## config.mk

```make
export PLATFORM = sky130hd
export DESIGN_NAME = alu_result_fifo
export DESIGN_NICKNAME = d
export VERILOG_FILES = /design/src/rtl/alu_result_fifo.sv
export SDC_FILE = /design/constraint.sdc
export NUM_CORES = 1
export LEC_CHECK = 0
export ABC_AREA = 1
export CELL_PAD_IN_SITES_DETAIL_PLACEMENT = 1
export CELL_PAD_IN_SITES_GLOBAL_PLACEMENT = 1
export CORE_MARGIN = 2
export CORE_UTILIZATION = 48
export DETAILED_ROUTE_END_ITERATION = 16
export GPL_TIMING_DRIVEN = 0
export PLACE_DENSITY_LB_ADDON = 0.1
export SETUP_SLACK_MARGIN = 0.3
export SYNTH_ARGS = -nofsm -noshare
export SYNTH_HDL_FRONTEND = slang
export SYNTH_SLANG_ARGS = --single-unit
```

## constraint.sdc

```tcl
create_clock -name i_clk -period 4.7 [get_ports i_clk]
set_input_delay 0.47 -clock i_clk [delete_from_list [all_inputs] [get_ports i_clk]]
set_output_delay 0.47 -clock i_clk [all_outputs]
set_load 0.02 [all_outputs]
```

## src/rtl/alu_result_fifo.sv

```systemverilog
// alu_result_fifo: show-ahead FIFO capturing ALU results, with sticky overflow flag and saturating ovf/drop counters
module alu_result_fifo #(
  parameter int DATA_W = 8,
  parameter int DEPTH  = 8,
  parameter int CNT_W  = 8
) (
  input  logic                       i_clk,
  input  logic                       i_reset,
  input  logic                       i_wr_en,
  input  logic signed [DATA_W-1:0]   i_result,
  input  logic                       i_carry,
  input  logic                       i_ovf,
  input  logic                       i_rd_ready,
  output logic                       o_valid,
  output logic signed [DATA_W-1:0]   o_result,
  output logic                       o_carry,
  output logic                       o_ovf,
  output logic                       o_full,
  output logic                       o_empty,
  output logic [$clog2(DEPTH):0]     o_count,
  input  logic                       i_clr_sticky,
  output logic                       o_sticky_ovf,
  output logic [CNT_W-1:0]           o_ovf_cnt,
  output logic [CNT_W-1:0]           o_drop_cnt
);
  localparam int AW = $clog2(DEPTH);
  localparam int EW = DATA_W + 2;
  logic [EW-1:0] mem [DEPTH];
  logic [AW-1:0] rd_ptr, wr_ptr;
  logic [AW:0] count;
  logic pop, push, drop, ovf_ev, sticky_nxt;
  logic [CNT_W-1:0] ovf_nxt, drop_nxt;
  assign o_count = count;
  assign o_full = count == (AW+1)'(DEPTH);
  assign o_empty = count == '0;
  assign o_valid = ~o_empty;
  assign pop = o_valid & i_rd_ready;
  assign push = i_wr_en & (~o_full | pop);
  assign drop = i_wr_en & o_full & ~pop;
  assign ovf_ev = i_wr_en & i_ovf;
  // Outputs are forced to zero when empty so stale storage never leaks out
  assign {o_result, o_carry, o_ovf} = o_valid ? mem[rd_ptr] : '0;
  always_ff @(posedge i_clk)
    if (push) mem[wr_ptr] <= {i_result, i_carry, i_ovf};
  always_ff @(posedge i_clk or negedge i_reset)
    if (!i_reset) begin
      rd_ptr <= '0;
      wr_ptr <= '0;
      count <= '0;
    end else begin
      if (push) wr_ptr <= wr_ptr + AW'(1);
      if (pop) rd_ptr <= rd_ptr + AW'(1);
      count <= count + (AW+1)'(push) - (AW+1)'(pop);
    end
  // A clear coinciding with an event leaves the counter at 1, not 0
  always_comb begin
    ovf_nxt = i_clr_sticky ? CNT_W'(ovf_ev) : (ovf_ev && o_ovf_cnt != '1) ? o_ovf_cnt + CNT_W'(1) : o_ovf_cnt;
    drop_nxt = i_clr_sticky ? CNT_W'(drop) : (drop && o_drop_cnt != '1) ? o_drop_cnt + CNT_W'(1) : o_drop_cnt;
    sticky_nxt = ovf_ev | (~i_clr_sticky & o_sticky_ovf);
  end
  always_ff @(posedge i_clk or negedge i_reset)
    if (!i_reset) begin
      o_sticky_ovf <= 1'b0;
      o_ovf_cnt <= '0;
      o_drop_cnt <= '0;
    end else begin
      o_sticky_ovf <= sticky_nxt;
      o_ovf_cnt <= ovf_nxt;
      o_drop_cnt <= drop_nxt;
    end
endmodule
```

==> impl_metrics.csv <==
group,metric,value,unit
outcome,status,"finished clean",
timing,layout_min_cycle_time,2.79,ns
yosys,synth_edf_count,80,
global_route,antenna_found_initial,0,
yosys,yosysSeqAreaShare,0.611,
worst_setup_path,max_stage_delay,0.53,ns
worst_setup_path,path_buf_inv,3,
timing,slew_viol_final,0,
worst_setup_path,end_kind,"output port",
final_layout,layout.cells.non_filler,695,
placement,gp_congestion,0.846,
yosys,synth_warnings,0,
yosys,syn_avg_cell_area,10.2,um2
clock_network,post_cts_buffers,0,
global_route,grt_pass1_vias,3859,
clock_network,insertion_delay,0.39,ns
final_layout,n_antenna_cell,0,
floorplan,dieWidth,106,um
detailed_routing,drt-pass1-iter-count,4,
clock_network,cts_tree,"yes",
final_layout,final_cell_mix,"nor2_1, nand2_1, edfxtp_1",
floorplan,core-area,10200,um2
final_layout,final_layout_size_suffix_gt1_frac,0.123,
placement,dpl-instance-area,5680,um2
final_layout,fin_nets,580,
run,cap_violations,0,
timing,worst_pin_slew,0.677,ns
detailed_routing,drc_errors,0,
clock_network,hold_buffers,0,
power_and_ir_drop,p_sw,0.00134,W
clock_network,cts_made_buffers,9,
worst_setup_path,crit_top_cell,"nor2_1",
detailed_routing,ant_nets,0,
timing,fin_crit_sh,0.593,
timing,final-hold-violation-count,0,
power_and_ir_drop,comb_power_share,0.451,
power_and_ir_drop,seq_power_share,0.368,
final_layout,fin_area,5890,um2
power_and_ir_drop,clock_power_share,0.180,
timing,rsz0062_at_grt,"false",
clock_network,clock_sinks,107,
worst_setup_path,slowest_stage,"clkdlybuf4s50_1",
detailed_routing,wire_per_inst,17.5,um
clock_network,clk_root_buffer_cell,"clkbuf_8",
worst_setup_path,arrival,2.32,ns
placement,place_inst,679,
clock_network,cts_max_path_buffers,2,
power_and_ir_drop,ir_drop,0.000273,V
yosys,synth_ff_type,"edfxtp_1",
timing,finalSetupTns,0,ns
timing,whs,0.0989,ns
power_and_ir_drop,p_leak,2.35,nW
timing,setup_viol,0,
yosys,syn-num-nets,522,
yosys,synthesis.area,5030,um2
floorplan,dieArea,11300,um2
worst_setup_path,cp_cell_sequence,"inv_2, clkbuf_1, nor2_1, o21ai_1, nand3_1, nand2_1, nor2_1, clkdlybuf4s50_1",
timing,finClkSkew,0.0192,ns
worst_setup_path,crit_required,4.23,ns
floorplan,fp.dieH,106,um
global_route,grt_pass1_wl,19500,um
floorplan,rows,37,
floorplan,io_pins,49,
global_route,grtUsageTotal,0.230,
worst_setup_path,start_kind,"register",
yosys,synthDistinctLibCells,34,
final_layout,n_fill_cell,1132,
power_and_ir_drop,power.internal,0.00200,W
global_route,grt_overflow,0,
power_and_ir_drop,power_density,568,nW/um2
hold_path,hold_class,"input pin to asynchronous set/reset pin",
worst_setup_path,cp_top_family,"buffers and inverters",
yosys,ys_ff_latch,107,
final_layout,final_util,0.575,
detailed_routing,first_iter_violations,113,
worst_setup_path,crit_fanout,10,
timing,max_freq,359,MHz
floorplan,start_util,0.492,
final_layout,final_common_cell,"nor2_1",
final_layout,syn_to_final_growth,16.9,%
timing,slew_headroom,0.548,
worst_setup_path,path_class,"register to output port",
detailed_routing,vias_per_cell,5.21,
clock_network,clk_pin_slew,0.12,ns
global_route,grt_max_degree,28,
clock_network,ctsResizeCount,0,
yosys,synthCells,496,
yosys,async_flop_share,0.252,
detailed_routing,via_count,3618,
clock_network,htreeDepth,3,
placement,port_buffers,47,
detailed_routing,drt_wl_total,12100,um
placement,dp_hpwl,8540,um
power_and_ir_drop,swShare,0.402,
final timing paths:
path | end | depth (start not counted) | start | slack [ns]
setup / recovery | o_result[0] | 8 | rd_ptr[1] | 1.91
hold / removal | o_count[0] | 1 | i_reset | 0.1
setup reg to reg | o_count[2] | 12 | o_count[2] | 2.45
hold reg to reg | o_sticky_ovf | 2 | o_sticky_ovf | 0.50
max in group asynchronous | o_drop_cnt[3] | 1 | i_reset | 4.15
min in group i_clk | o_drop_cnt[5] | 4 | i_clr_sticky | 0.49
synth_stat cells, types with 2 or more instances:
| cell | n | area [um2] |
|---|---|---|
| inv_2 | 6 | 22.5 |
| o21ai_1 | 43 | 215 |
| inv_1 | 23 | 86.3 |
| xnor2_1 | 4 | 35.0 |
| nand2_2 | 5 | 31.3 |
| buf_6 | 4 | 45.0 |
| nor2_2 | 10 | 62.6 |
| o21bai_1 | 2 | 15.0 |
| nand2_4 | 7 | 78.8 |
| buf_4 | 5 | 37.5 |
| clkbuf_1 | 3 | 11.3 |
| nor2_1 | 116 | 435 |
| nand3_1 | 32 | 160 |
| dfrtp_1 | 27 | 676 |
| nor3_1 | 2 | 10.0 |
| nand2_8 | 2 | 40.0 |
| ha_1 | 10 | 125 |
| xor2_1 | 2 | 17.5 |
| o21ai_0 | 6 | 30.0 |
| edfxtp_1 | 80 | 2400 |
| nand2_1 | 84 | 315 |
| buf_2 | 5 | 25.0 |
| nor2_4 | 2 | 22.5 |
| a21oi_1 | 6 | 30.0 |
sequential cells by signal, summed over array words and instances, names as in the netlist:
register and flops:
o_sticky_ovf 1, o_drop_cnt 8, o_count 4, mem 80, o_ovf_cnt 8, wr_ptr 3
rd_ptr 3
routing by layer:
layer  global-route usage  up-vias  share of wire
met4               0.0798        0          0.018
met5                    0        -              0
met2                0.425       75           0.54
met1                0.264     1769           0.41
li1                     -     1753              -
met3               0.0472       21          0.030
layout make-up:
cell class / instances / area [um2] / share of cell area
tap: 136 / 170 / 0.0289
clock buffer: 9 / 124 / 0.0210
multi-input combinational: 339 / 1710 / 0.290
clock inverter: 7 / 92.6 / 0.0157
sequential: 107 / 3080 / 0.523
buffer: 18 / 123 / 0.0208
timing repair buffer: 47 / 465 / 0.0791
inverter: 32 / 126 / 0.0215
logic make-up (layout without fill, tap and decap cells):
family,count (synthesis),after routing,share of synthesized area
buffers and inverters,50,113,0.0494
flip-flops,107,107,0.611
AND/OR/NAND/NOR,264,264,0.241
AO/OA/AOI/OAI,58,58,0.0594
XOR/XNOR,6,6,0.0104
adder cells (fa/ha/maj),11,11,0.0288
worst register-to-register path, delay by kind of cell, from the launching register on:
kind                       cells  cell delay, ns
xor gates and xnor gates       1            0.14
DFF                            1            0.36
adders and majority gates      4            1.08
and+or+nand+nor                4            0.37
buffers and inverters          3            0.20
power groups by stage:
stage / logic (W) / registers [W] / clock network, W
2_1_floorplan: 0.000943 / 0.00127 / 0
3_3_place_gp: 0.00147 / 0.00125 / 0
3_5_place_dp: 0.00153 / 0.00125 / 0
4_1_cts: 0.00154 / 0.00123 / 0.000613
5_1_grt: 0.00167 / 0.00125 / 0.000650
6_report: 0.00151 / 0.00123 / 0.000603
metrics by stage:
stage,power [W],worst slack (ns)
final,0.00334,1.91
after CTS,0.00339,1.87
after floorplan,0.00221,2.49
after global routing,0.00356,1.71
after global placement,0.00272,2.24
after detailed placement,0.00278,2.18
Note: power is estimated with default switching activity, not from simulation.
